File: config.mk
export PLATFORM = sky130hd
export DESIGN_NAME = hdlc_tx_sequencer_flat
export DESIGN_NICKNAME = d
export VERILOG_FILES = /design/src/rtl/hdlc_tx_sequencer_pkg.sv /design/src/rtl/hdlc_tx_sequencer_if.sv /design/src/rtl/hdlc_tx_sequencer_stuffer.sv /design/src/rtl/hdlc_tx_sequencer.sv /design/src/flat_wrapper.sv
export SDC_FILE = /design/constraint.sdc
export NUM_CORES = 1
export LEC_CHECK = 0
export ABC_AREA = 1
export BUFFER_PORTS_ARGS = -buffer_cell sky130_fd_sc_hd__buf_2
export CORE_ASPECT_RATIO = 0.75
export CORE_UTILIZATION = 55
export CTS_CLUSTER_DIAMETER = 60
export CTS_CLUSTER_SIZE = 25
export DETAILED_ROUTE_END_ITERATION = 6
export PLACE_DENSITY = 0.72
export SYNTH_ARGS = -nofsm -noshare
export SYNTH_HDL_FRONTEND = slang
export SYNTH_SLANG_ARGS = --single-unit
File: constraint.sdc
create_clock -name Clk -period 3.3 [get_ports Clk]
set_input_delay 0.165 -clock Clk [delete_from_list [all_inputs] [get_ports Clk]]
set_output_delay 0.165 -clock Clk [all_outputs]
set_load 0.005 [all_outputs]
File: src/rtl/hdlc_tx_sequencer_pkg.sv
// Shared HDLC transmit definitions: sequencer state encoding, flag and abort
// bit patterns (both sent bit0 first) and default framing parameters.
package hdlc_tx_sequencer_pkg;

   typedef enum logic [2:0] {
      ST_IDLE,
      ST_START_FLAG,
      ST_DATA,
      ST_END_FLAG,
      ST_ABORT,
      ST_GAP
   } tx_state_t;

   localparam logic [7:0] FLAG_PAT        = 8'b0111_1110;
   localparam logic [7:0] ABORT_PAT       = 8'b1111_1110;
   localparam int         STUFF_LIMIT_DEF = 5;
   localparam int         MIN_IDLE_DEF    = 8;

endpackage

File: src/rtl/hdlc_tx_sequencer_if.sv
// Tx buffer / serial-line bundle of the HDLC transmit sequencer.
//   master : buffer/host side - drives TxEN and the FWFT head byte, abort request
//   slave  : sequencer side   - drives Tx, pop strobe, busy and status pulses
interface hdlc_tx_sequencer_if;
   logic       TxEN;
   logic       Tx_DataValid;
   logic [7:0] Tx_Data;
   logic       Tx_DataLast;
   logic       Tx_AbortFrame;
   logic       Tx;
   logic       Tx_DataRd;
   logic       Tx_Busy;
   logic       Tx_Done;
   logic       Tx_AbortedTrans;
   logic       Tx_Underrun;

   modport master (
      output TxEN, Tx_DataValid, Tx_Data, Tx_DataLast, Tx_AbortFrame,
      input  Tx, Tx_DataRd, Tx_Busy, Tx_Done, Tx_AbortedTrans, Tx_Underrun
   );

   modport slave (
      input  TxEN, Tx_DataValid, Tx_Data, Tx_DataLast, Tx_AbortFrame,
      output Tx, Tx_DataRd, Tx_Busy, Tx_Done, Tx_AbortedTrans, Tx_Underrun
   );
endinterface

File: src/rtl/hdlc_tx_sequencer_stuffer.sv
// Zero-bit-insertion tracker. Counts consecutive data ones driven on the line.
//   Clk, Rst      : clock, asynchronous active-high reset
//   clr_i         : break the run (flags, abort, idle)
//   load_i, bit_i : a data or stuffed bit is being loaded onto the line
//   stuff_now_o   : the bit currently on the line completed a run; next must be 0
//   stuff_req_o   : loading bit_i will complete a run (look-ahead for byte end)
module hdlc_bit_stuffer #(
   parameter int STUFF_LIMIT = 5
) (
   input  logic Clk,
   input  logic Rst,
   input  logic clr_i,
   input  logic load_i,
   input  logic bit_i,
   output logic stuff_now_o,
   output logic stuff_req_o
);

   logic [2:0] ones_q;

   assign stuff_now_o = (ones_q == 3'(STUFF_LIMIT));
   assign stuff_req_o = bit_i && (({1'b0, ones_q} + 4'd1) == 4'(STUFF_LIMIT));

   always_ff @(posedge Clk or posedge Rst) begin
      if (Rst) begin
         ones_q <= 3'd0;
      end else if (load_i) begin
         ones_q <= bit_i ? ones_q + 3'd1 : 3'd0;
      end else if (clr_i) begin
         ones_q <= 3'd0;
      end
   end

endmodule

File: src/rtl/hdlc_tx_sequencer.sv
// HDLC transmit sequencer: idle ones, start flag, LSB-first data with zero-bit
// insertion, then end flag or abort pattern, followed by a forced idle gap.
//   Clk, Rst : clock, asynchronous active-high reset (Tx forced to 1)
//   bus      : slave side of hdlc_tx_sequencer_if (FWFT buffer in, serial/status out)
// All outputs are registered; the registers hold the bit currently on the line.
module hdlc_tx_sequencer
   import hdlc_tx_sequencer_pkg::*;
#(
   parameter int STUFF_LIMIT = STUFF_LIMIT_DEF,
   parameter int MIN_IDLE    = MIN_IDLE_DEF
) (
   input logic               Clk,
   input logic               Rst,
   hdlc_tx_sequencer_if.slave bus
);

   localparam int GAP_W = (MIN_IDLE < 2) ? 1 : $clog2(MIN_IDLE + 1);

   tx_state_t  state_q;
   logic [2:0] bit_cnt_q;
   logic [GAP_W-1:0] gap_cnt_q;
   logic       byte_end_q;   // bit on the line is the final cycle of a byte
   logic       upend_q;      // underrun flagged; abort after the final cycle
   logic       tx_q, rd_q, busy_q, done_q, abt_q, unr_q;
   logic [7:0] shreg_q;
   logic       last_q;

   logic [2:0] nxt_idx;
   logic       abort_req, load_byte, st_load, st_bit, stuff_now, stuff_req;
   logic       boundary, need_pop, uflow;

   always_comb begin
      nxt_idx   = bit_cnt_q + 3'd1;
      abort_req = bus.Tx_AbortFrame &&
                  (state_q == ST_START_FLAG || state_q == ST_DATA);
      load_byte = !abort_req &&
                  ((state_q == ST_START_FLAG && bit_cnt_q == 3'd7) ||
                   (state_q == ST_DATA && byte_end_q && !last_q && !upend_q));
      st_bit    = 1'b0;
      if (load_byte)
         st_bit = bus.Tx_Data[0];
      else if (state_q == ST_DATA && !byte_end_q && !stuff_now)
         st_bit = shreg_q[nxt_idx];
      st_load   = load_byte ||
                  (state_q == ST_DATA && !abort_req && !byte_end_q);
      // The byte ends on bit7 unless bit7 completes a run, in which case the
      // stuffed zero that follows becomes the byte's final cycle.
      boundary  = (state_q == ST_DATA) && !byte_end_q &&
                  (stuff_now ? (bit_cnt_q == 3'd7)
                             : (nxt_idx == 3'd7 && !stuff_req));
      need_pop  = boundary && !last_q;
      uflow     = need_pop && !bus.Tx_DataValid;
   end

   // Any cycle that does not put a data or stuffed bit on the line breaks the run.
   hdlc_bit_stuffer #(.STUFF_LIMIT(STUFF_LIMIT)) u_stuffer (
      .Clk         (Clk),
      .Rst         (Rst),
      .clr_i       (!st_load),
      .load_i      (st_load),
      .bit_i       (st_bit),
      .stuff_now_o (stuff_now),
      .stuff_req_o (stuff_req)
   );

   always_ff @(posedge Clk) begin
      if (load_byte) begin
         shreg_q <= bus.Tx_Data;
         last_q  <= bus.Tx_DataLast;
      end
   end

   always_ff @(posedge Clk or posedge Rst) begin
      if (Rst) begin
         state_q    <= ST_IDLE;
         bit_cnt_q  <= 3'd0;
         gap_cnt_q  <= '0;
         byte_end_q <= 1'b0;
         upend_q    <= 1'b0;
         tx_q       <= 1'b1;
         rd_q       <= 1'b0;
         busy_q     <= 1'b0;
         done_q     <= 1'b0;
         abt_q      <= 1'b0;
         unr_q      <= 1'b0;
      end else begin
         rd_q  <= 1'b0;
         done_q <= 1'b0;
         abt_q <= 1'b0;
         unr_q <= 1'b0;
         case (state_q)
            ST_IDLE: begin
               if (bus.TxEN && bus.Tx_DataValid && gap_cnt_q == '0) begin
                  state_q   <= ST_START_FLAG;
                  tx_q      <= FLAG_PAT[0];
                  bit_cnt_q <= 3'd0;
                  busy_q    <= 1'b1;
               end
            end
            ST_START_FLAG, ST_DATA: begin
               if (abort_req) begin
                  // Bit in flight completes; a pending stuff bit is dropped.
                  state_q    <= ST_ABORT;
                  tx_q       <= ABORT_PAT[0];
                  bit_cnt_q  <= 3'd0;
                  byte_end_q <= 1'b0;
                  upend_q    <= 1'b0;
                  unr_q      <= uflow;
               end else if (load_byte) begin
                  state_q    <= ST_DATA;
                  tx_q       <= bus.Tx_Data[0];
                  bit_cnt_q  <= 3'd0;
                  byte_end_q <= 1'b0;
               end else if (state_q == ST_START_FLAG) begin
                  tx_q      <= FLAG_PAT[nxt_idx];
                  bit_cnt_q <= nxt_idx;
                  rd_q      <= (nxt_idx == 3'd7);
               end else if (byte_end_q) begin
                  byte_end_q <= 1'b0;
                  upend_q    <= 1'b0;
                  bit_cnt_q  <= 3'd0;
                  if (last_q) begin
                     state_q <= ST_END_FLAG;
                     tx_q    <= FLAG_PAT[0];
                  end else begin
                     state_q <= ST_ABORT;
                     tx_q    <= ABORT_PAT[0];
                  end
               end else begin
                  if (stuff_now) begin
                     tx_q <= 1'b0;
                  end else begin
                     tx_q      <= shreg_q[nxt_idx];
                     bit_cnt_q <= nxt_idx;
                  end
                  if (boundary) begin
                     byte_end_q <= 1'b1;
                     if (need_pop) begin
                        rd_q    <= !uflow;
                        unr_q   <= uflow;
                        upend_q <= uflow;
                     end
                  end
               end
            end
            ST_END_FLAG, ST_ABORT: begin
               if (bit_cnt_q == 3'd7) begin
                  tx_q      <= 1'b1;
                  done_q    <= (state_q == ST_END_FLAG);
                  abt_q     <= (state_q == ST_ABORT);
                  bit_cnt_q <= 3'd0;
                  if (MIN_IDLE == 0) begin
                     state_q <= ST_IDLE;
                     busy_q  <= 1'b0;
                  end else begin
                     state_q   <= ST_GAP;
                     gap_cnt_q <= GAP_W'(MIN_IDLE > 0 ? MIN_IDLE - 1 : 0);
                  end
               end else begin
                  bit_cnt_q <= nxt_idx;
                  tx_q      <= (state_q == ST_END_FLAG) ? FLAG_PAT[nxt_idx]
                                                        : ABORT_PAT[nxt_idx];
               end
            end
            ST_GAP: begin
               if (gap_cnt_q == '0) begin
                  state_q <= ST_IDLE;
                  busy_q  <= 1'b0;
               end else begin
                  gap_cnt_q <= gap_cnt_q - 1'b1;
               end
            end
            default: state_q <= ST_IDLE;
         endcase
      end
   end

   assign bus.Tx              = tx_q;
   assign bus.Tx_DataRd       = rd_q;
   assign bus.Tx_Busy         = busy_q;
   assign bus.Tx_Done         = done_q;
   assign bus.Tx_AbortedTrans = abt_q;
   assign bus.Tx_Underrun     = unr_q;

endmodule

File: src/flat_wrapper.sv
// flat-port wrapper written by rule: the top's interface ports become plain ports
module hdlc_tx_sequencer_flat import hdlc_tx_sequencer_pkg::*;
#(
   parameter int STUFF_LIMIT = STUFF_LIMIT_DEF,
   parameter int MIN_IDLE    = MIN_IDLE_DEF
)
  (Clk, Rst, bus_TxEN, bus_Tx_DataValid, bus_Tx_Data, bus_Tx_DataLast, bus_Tx_AbortFrame, bus_Tx, bus_Tx_DataRd, bus_Tx_Busy, bus_Tx_Done, bus_Tx_AbortedTrans, bus_Tx_Underrun);
  hdlc_tx_sequencer_if bus_i ();
  input logic Clk;
  input logic Rst;
  input wire logic [$bits(bus_i.TxEN)-1:0] bus_TxEN;
  input wire logic [$bits(bus_i.Tx_DataValid)-1:0] bus_Tx_DataValid;
  input wire logic [$bits(bus_i.Tx_Data)-1:0] bus_Tx_Data;
  input wire logic [$bits(bus_i.Tx_DataLast)-1:0] bus_Tx_DataLast;
  input wire logic [$bits(bus_i.Tx_AbortFrame)-1:0] bus_Tx_AbortFrame;
  output wire logic [$bits(bus_i.Tx)-1:0] bus_Tx;
  output wire logic [$bits(bus_i.Tx_DataRd)-1:0] bus_Tx_DataRd;
  output wire logic [$bits(bus_i.Tx_Busy)-1:0] bus_Tx_Busy;
  output wire logic [$bits(bus_i.Tx_Done)-1:0] bus_Tx_Done;
  output wire logic [$bits(bus_i.Tx_AbortedTrans)-1:0] bus_Tx_AbortedTrans;
  output wire logic [$bits(bus_i.Tx_Underrun)-1:0] bus_Tx_Underrun;
  assign bus_i.TxEN = bus_TxEN;
  assign bus_i.Tx_DataValid = bus_Tx_DataValid;
  assign bus_i.Tx_Data = bus_Tx_Data;
  assign bus_i.Tx_DataLast = bus_Tx_DataLast;
  assign bus_i.Tx_AbortFrame = bus_Tx_AbortFrame;
  assign bus_Tx = bus_i.Tx;
  assign bus_Tx_DataRd = bus_i.Tx_DataRd;
  assign bus_Tx_Busy = bus_i.Tx_Busy;
  assign bus_Tx_Done = bus_i.Tx_Done;
  assign bus_Tx_AbortedTrans = bus_i.Tx_AbortedTrans;
  assign bus_Tx_Underrun = bus_i.Tx_Underrun;
  hdlc_tx_sequencer #(.STUFF_LIMIT(STUFF_LIMIT), .MIN_IDLE(MIN_IDLE)) u_core (.Clk(Clk), .Rst(Rst), .bus(bus_i));
endmodule
Yosys cells after proc, flatten, opt, wreduce, memory -nomap -nowiden
Memories as Yosys holds them, arrays and structs flattened. Cells that the tools add are included. W data, S select, Z words.

Add/sub/neg operators: 4. Order comparisons: 1. Equal/unequal tests: 19. Multiplexer cells: 70. Reduce and logical (&&, ||, !) cells: 44.

Operator list (count): $mux W3 (17); $mux W1 (45); $logic_and A1 B1 Y1 (17); $eq A3 B3 Y1 const B (5); $pmux W3 S4 (1); $ne A2 B1 Y1 const B (5); $reduce_and A5 Y1 (2); $pmux W3 S3 (1); $reduce_and A3 Y1 (3); $reduce_bool A3 Y1 (3); $logic_not A1 Y1 (8); $mux W4 (2); $pmux W4 S2 (1); $add A3 B1 Y3 const B (2); $eq A3 B2 Y1 const B (2); $ne A6 B3 Y1 const B (1); $add A3 B1 Y4 const B (1); $eq A4 B3 Y1 const B (1); $logic_not A4 Y1 (1); $lt A3 B4 Y1 const B (1); $ne A4 B1 Y1 const B (1); $ne A4 B2 Y1 const B (1); $reduce_and A2 Y1 (2); $reduce_bool A2 Y1 (2); other kinds (10) (13).

Bits in registers: 30. Bits in read-only memories: 16. Input port bits: 14. Memories: 2.

Memories: (no name shown) (words 8, bits a word 1, read ports 1, clocked after Yosys merged registers in 0, wr ports 0, RTL line hdlc_tx_sequencer.sv:162) `: ABORT_PAT[nxt_idx];`; (no name shown) (words 8, bits a word 1, read ports 1, clocked after Yosys merged registers in 0, wr ports 0, RTL line hdlc_tx_sequencer.sv:115) `tx_q <= FLAG_PAT[nxt_idx];`.

Logic depth before layout (Yosys ltp)
Depth in word-level cells: 22. Gate-level depth with buffers: 15.

Hierarchy
From an unflattened synthesis, not the netlist that was laid out.

Cell total of the unflattened synthesis: 230. Area, all modules: 1786.7 um2.

By module, submodules not included: hdlc_tx_sequencer (times used 1, cells each 201, area each 1574.0 um2); hdlc_bit_stuffer (times used 1, cells each 29, area each 212.7 um2).

Worst setup path before layout
Ideal clock, no wire load.

Path kind: reg-to-reg. From: register u_core.bit_cnt_q[0]. To: register u_core.upend_q. Data arrival time: 1736 ps. Data required time: 3184 ps. Slack: 1448 ps. Stages on the path, launching flop included: 15. Period minus slack after synthesis: 1852 ps. Path through: dfrtp_1 ha_1 ha_1 inv_1 nand3_1 nand3_1 nand2_2 nand3_2 nand2_2 nand2_2 nand3_2 nand2_1 nand2_1 nand2_1 nand2_1.

Longest elaborated chain between the ends: 18. Elaborated cells on any way between the ends: 27.

RTL lines: from (decl) (RTL line hdlc_tx_sequencer.sv:20) `logic [2:0] bit_cnt_q;`; from (signal assigned) (RTL line hdlc_tx_sequencer.sv:116) `bit_cnt_q <= nxt_idx;`; from (signal assigned) (RTL line hdlc_tx_sequencer.sv:134) `bit_cnt_q <= nxt_idx;`; from (signal assigned) (RTL line hdlc_tx_sequencer.sv:160) `bit_cnt_q <= nxt_idx;`; $add A3 B1 Y3 / $eq A3 B3 Y1 (equally long branches) (RTL line hdlc_tx_sequencer.sv:33, hdlc_tx_sequencer.sv:37, hdlc_tx_sequencer.sv:49); $bmux W1 S3 / $logic_and A1 B1 Y1 (equally long branches) (RTL line hdlc_tx_sequencer.sv:43, hdlc_tx_sequencer.sv:37); $mux W1 (implied by the code) / $logic_or A1 B1 Y1 (equally long branches) (RTL line hdlc_tx_sequencer.sv:43, hdlc_tx_sequencer.sv:37); $mux W1 / $logic_and A1 B1 Y1 (equally long branches) (RTL line hdlc_tx_sequencer.sv:42, hdlc_tx_sequencer.sv:36); $mux W1 (RTL line hdlc_tx_sequencer.sv:40) `if (load_byte)`; $logic_and A1 B1 Y1 (RTL line hdlc_tx_sequencer_stuffer.sv:22) `assign stuff_req_o = bit_i && (({1'b0, ones_q} + 4'd1) == 4'(STUFF_LIMIT));`; $logic_not A1 Y1 (RTL line hdlc_tx_sequencer.sv:50) `: (nxt_idx == 3'd7 && !stuff_req));`; $logic_and A1 B1 Y1 (RTL line hdlc_tx_sequencer.sv:50); (+2 left out); $logic_and A1 B1 Y1 (RTL line hdlc_tx_sequencer.sv:51) `need_pop = boundary && !last_q;`; $logic_and A1 B1 Y1 (RTL line hdlc_tx_sequencer.sv:52) `uflow = need_pop && !bus.Tx_DataValid;`; $mux W1 (RTL line hdlc_tx_sequencer.sv:138) `if (need_pop) begin`; $mux W1 (RTL line hdlc_tx_sequencer.sv:136) `if (boundary) begin`; $mux W1 (RTL line hdlc_tx_sequencer.sv:118) `end else if (byte_end_q) begin`; $mux W1 (RTL line hdlc_tx_sequencer.sv:114) `end else if (state_q == ST_START_FLAG) begin`; $mux W1 (RTL line hdlc_tx_sequencer.sv:109) `end else if (load_byte) begin`; $mux W1 (RTL line hdlc_tx_sequencer.sv:101) `if (abort_req) begin`; to (signal assigned) (RTL line hdlc_tx_sequencer.sv:141) `upend_q <= uflow;`; to (decl) (RTL line hdlc_tx_sequencer.sv:23) `logic upend_q;`.

Parallel ways exist; a longest one is shown, timed or not. The select of a mux whose other input is x is not followed. A chain may end at the register's enable or synchronous reset.

Worst setup path after layout
Same ends and word-level chain as after synthesis.

==> qor_table.md <==
| Quantity | Reported |
|:---|:---|
| Run status | finished, final reports clean |
| Sequential fraction of the synthesis area | 0.4540 |
| Internal power contribution | 0.0008616 W |
| Switching portion of total power | 0.4498 |
| Type of element launching the critical path | flip-flop |
| Area growth from synthesis to final layout | 12.76% |
| ANT cells | 0 |
| Post-detailed-routing wire length | 3.864 mm |
| Maximum clock insertion buffer count | 2 |
| Via count of the first global-routing pass | 1359 |
| Die Area | 0.003424 mm^2 |
| Fmax | 0.4675 GHz |
| First-pass GRT wire length | 6.292 mm |
| Num CTS Buffers | 5 |
| Final ANT Viol Nets | 0 |
| Asr flop ratio synth | 0.7000 |
| Relative slew margins | 0.4502 |
| Height of the chip | 50.93 um |
| Initial DRT Pass Iterations | 4 |
| GRT Resource Usage Total | 0.2616 |
| Number of hold violations in the final report | 0 |
| Crit Path Category | flip-flop to flip-flop |
| Number of warnings reported in the yosys synthesis log | 0 |
| Cell variety after synth | 33 |
| Floorplan die width | 67.24 um |
| Biggest fanout along the worst timing path | 6 |
| Net count after synthesis | 226 |
| Combinational group share of total power | 0.472 |
| RSZ-0062 raised after global routing | false |
| Total number of clock tree sinks | 30 |
| Type of the tightest min-delay check | primary input to asynchronous set/reset pin |
| Number of fill cells in the layout | 259 |
| Flip-flop cell with the highest count after synthesis | dfrtp_1 |
| Critical path data arrival time | 2310 ps |
| Final critical-path setup slack | 1161 ps |
| Fraction of layout cells with a size suffix above 1 | 0.2304 |
| Count of unresolved DRC violations after routing | 0 |
| Max Cap Violations | 0 |
| Final Total Pwr | 0.001566 W |
| Leakage power | 0.9835 nW |
| WHS | 33.75 ps |
| Total number of nets in the final design | 252 |
| Number of buffers inserted for hold repair after clock tree synthesis | 0 |
| Minimum period implied by the final worst setup slack | 2139 ps |
| Average size of a mapped cell | 8.647 um^2 |
| Final number of max-transition violations | 0 |
| FF+latch count, synth | 30 |
| Pre-CTS worst setup slack | 1178 ps |
| Gr ovfl total | 0 |
| Core Rows | 17 |
| Final cycle utilization of the critical path | 0.6481 |
| Initial antenna violation count | 0 |
| Latest clock arrival within the worst-skew pair | 290 ps |
| Root buf cell | clkbuf_8 |
| Core footprint | 0.002978 mm^2 |
| TritonCTS clock tree | yes |
| Element type at the critical path end | flip-flop |
| Switch Pwr | 0.0007043 W |
| Most frequent cells in the layout | 37 x nand2_1, 32 x inv_1, 20 x dfrtp_1 |
| Post-detail-place hpwl | 3.072 mm |
| Post-cts gate resize count | 0 |
| Pin count of the biggest net entering global routing | 22 |
| Maximum resistive drop on vdd | 0.3495 mV |
| GP Congestion | 0.8495 |
| Post-Syn Area | 0.001755 mm^2 |
| Drt wl/cell | 14.42 um |
| Total via count after detailed routing | 1441 |
| Cell area after placement | 0.001898 mm^2 |
| Buffers inserted during post-CTS setup optimization | 0 |
| Max Clock Skew | 5.961 ps |
| Setup TNS Final | 0 ps |
| Part of the power in registers | 0.349 |
| Worst EP required | 3480 ps |
| Number of top-level pins | 20 |
| Gate count after technology mapping | 203 |
| Worst-path clk slew | 60 ps |
| Effective utilization at floorplan | 0.5895 |
| Via count normalized by instance count | 5.377 |
| PwrDens | 791.1 mW/mm^2 |
| Input/output buffers | 19 |
| Clock share of power | 0.179 |
| Transition time at the pin with the least slew margin | 823.8 ps |
| 1st-iter DRT viols | 133 |
| Finish-stage setup viols | 0 |
| Most frequent standard cell in the layout excluding fill and tap cells | nand2_1 |
| H-tree lvl count | 2 |
| Number of flops mapped to enable cells by yosys | 9 |
| Post-Layout Inst Area | 0.001979 mm^2 |
per-stage QoR:
stage          utilization  instances
5_1_grt             0.6647        268
3_3_place_gp        0.6374        260
4_1_cts             0.6647        268
6_report            0.6647        268
3_5_place_dp        0.6374        260
2_1_floorplan            -        203
layout make-up:
cell class	count	area, um^2	share of cell area
clock buffers	6	72.57	0.03666
clock inverters	2	8.758	0.004425
inverters	37	138.9	0.07016
multi-input cells	136	819.5	0.4140
flip-flops and latches	30	797.0	0.4027
well taps	38	47.55	0.02402
repair buffers	19	95.09	0.04804
metal layers:
metal | vias up | wire length (um) | GRT usage
met5 | - | 0 | 0
met4 | 0 | 51 | 0.1064
met3 | 4 | 317 | 0.08705
met2 | 66 | 1648 | 0.3667
met1 | 653 | 1847 | 0.3673
li1 | 718 | - | -
worst max-delay path, stage by stage, from the launching register on:
cell and delay, ps:
dfrtp_1 430, ha_1 260, ha_1 370, inv_1 90, nand3_1 130, nand3_1 140, nand2_2 70, nand3_2 60
nand2_2 50, nand2_2 70, nand3_2 100, nand2_1 80, nand2_1 60, nand2_1 70, nand2_1 40
flip-flops by register name, summed over array words and instances (netlist names), 3 cells and up:
| register | cells |
|---|---|
| u_core.bit_cnt_q | 3 |
| u_core.state_q | 3 |
| u_core.u_stuffer.ones_q | 3 |
| u_core.gap_cnt_q | 4 |
| u_core.shreg_q | 8 |
cell families after synthesis:
group | Yosys count | share of synthesized area
AND/OR/NAND/NOR | 96 | 0.2858
flip-flops | 30 | 0.4540
adder cells (fa/ha/maj) | 9 | 0.06415
multiplexers | 1 | 0.005702
AO/OA/AOI/OAI | 29 | 0.1062
buffers and inverters | 37 | 0.07912
XOR/XNOR | 1 | 0.004990
worst paths after layout:
path / slack, ps / startpoint / to / cells past startpoint
worst max-delay path: 1160 / u_core.bit_cnt_q[0] / u_core.upend_q / 14
worst min-delay path: 30 / Rst / u_core.state_q[1] / 2
worst max register to register: 1160 / u_core.bit_cnt_q[0] / u_core.upend_q / 14
worst min register to register: 490 / u_core.bus.Tx / u_core.bus.Tx / 2
max in group asynchronous: 2750 / Rst / u_core.gap_cnt_q[0] / 2
min in group Clk: 50 / bus_Tx_Data[2] / u_core.shreg_q[2] / 1
Yosys cell counts (2+ instances only):
master | number | area (um^2)
inv_2 | 5 | 18.77
nand2_1 | 37 | 138.9
inv_1 | 32 | 120.1
o21ai_0 | 10 | 50.05
nand3_1 | 15 | 75.07
edfxtp_1 | 9 | 270.3
nand3_2 | 3 | 30.03
nand2_4 | 3 | 33.78
nor2_2 | 2 | 12.51
nor2_4 | 3 | 33.78
dfrtp_1 | 20 | 500.5
a211oi_1 | 2 | 15.01
a21oi_1 | 9 | 45.04
nor2_1 | 13 | 48.80
nand2_2 | 5 | 31.28
nand4_1 | 2 | 12.51
ha_1 | 9 | 112.6
nor3_1 | 9 | 45.04
power groups by stage:
stage	clock network (W)	logic, W	registers [W]
final	0.000280	0.000740	0.000546
after global routing	0.000301	0.000814	0.000555
after CTS	0.000281	0.000733	0.000543
after detailed placement	0	0.000729	0.000550
after global placement	0	0.000701	0.000546
after floorplan	0	0.000565	0.000534
No activity file was read; power rests on OpenSTA's default activity.
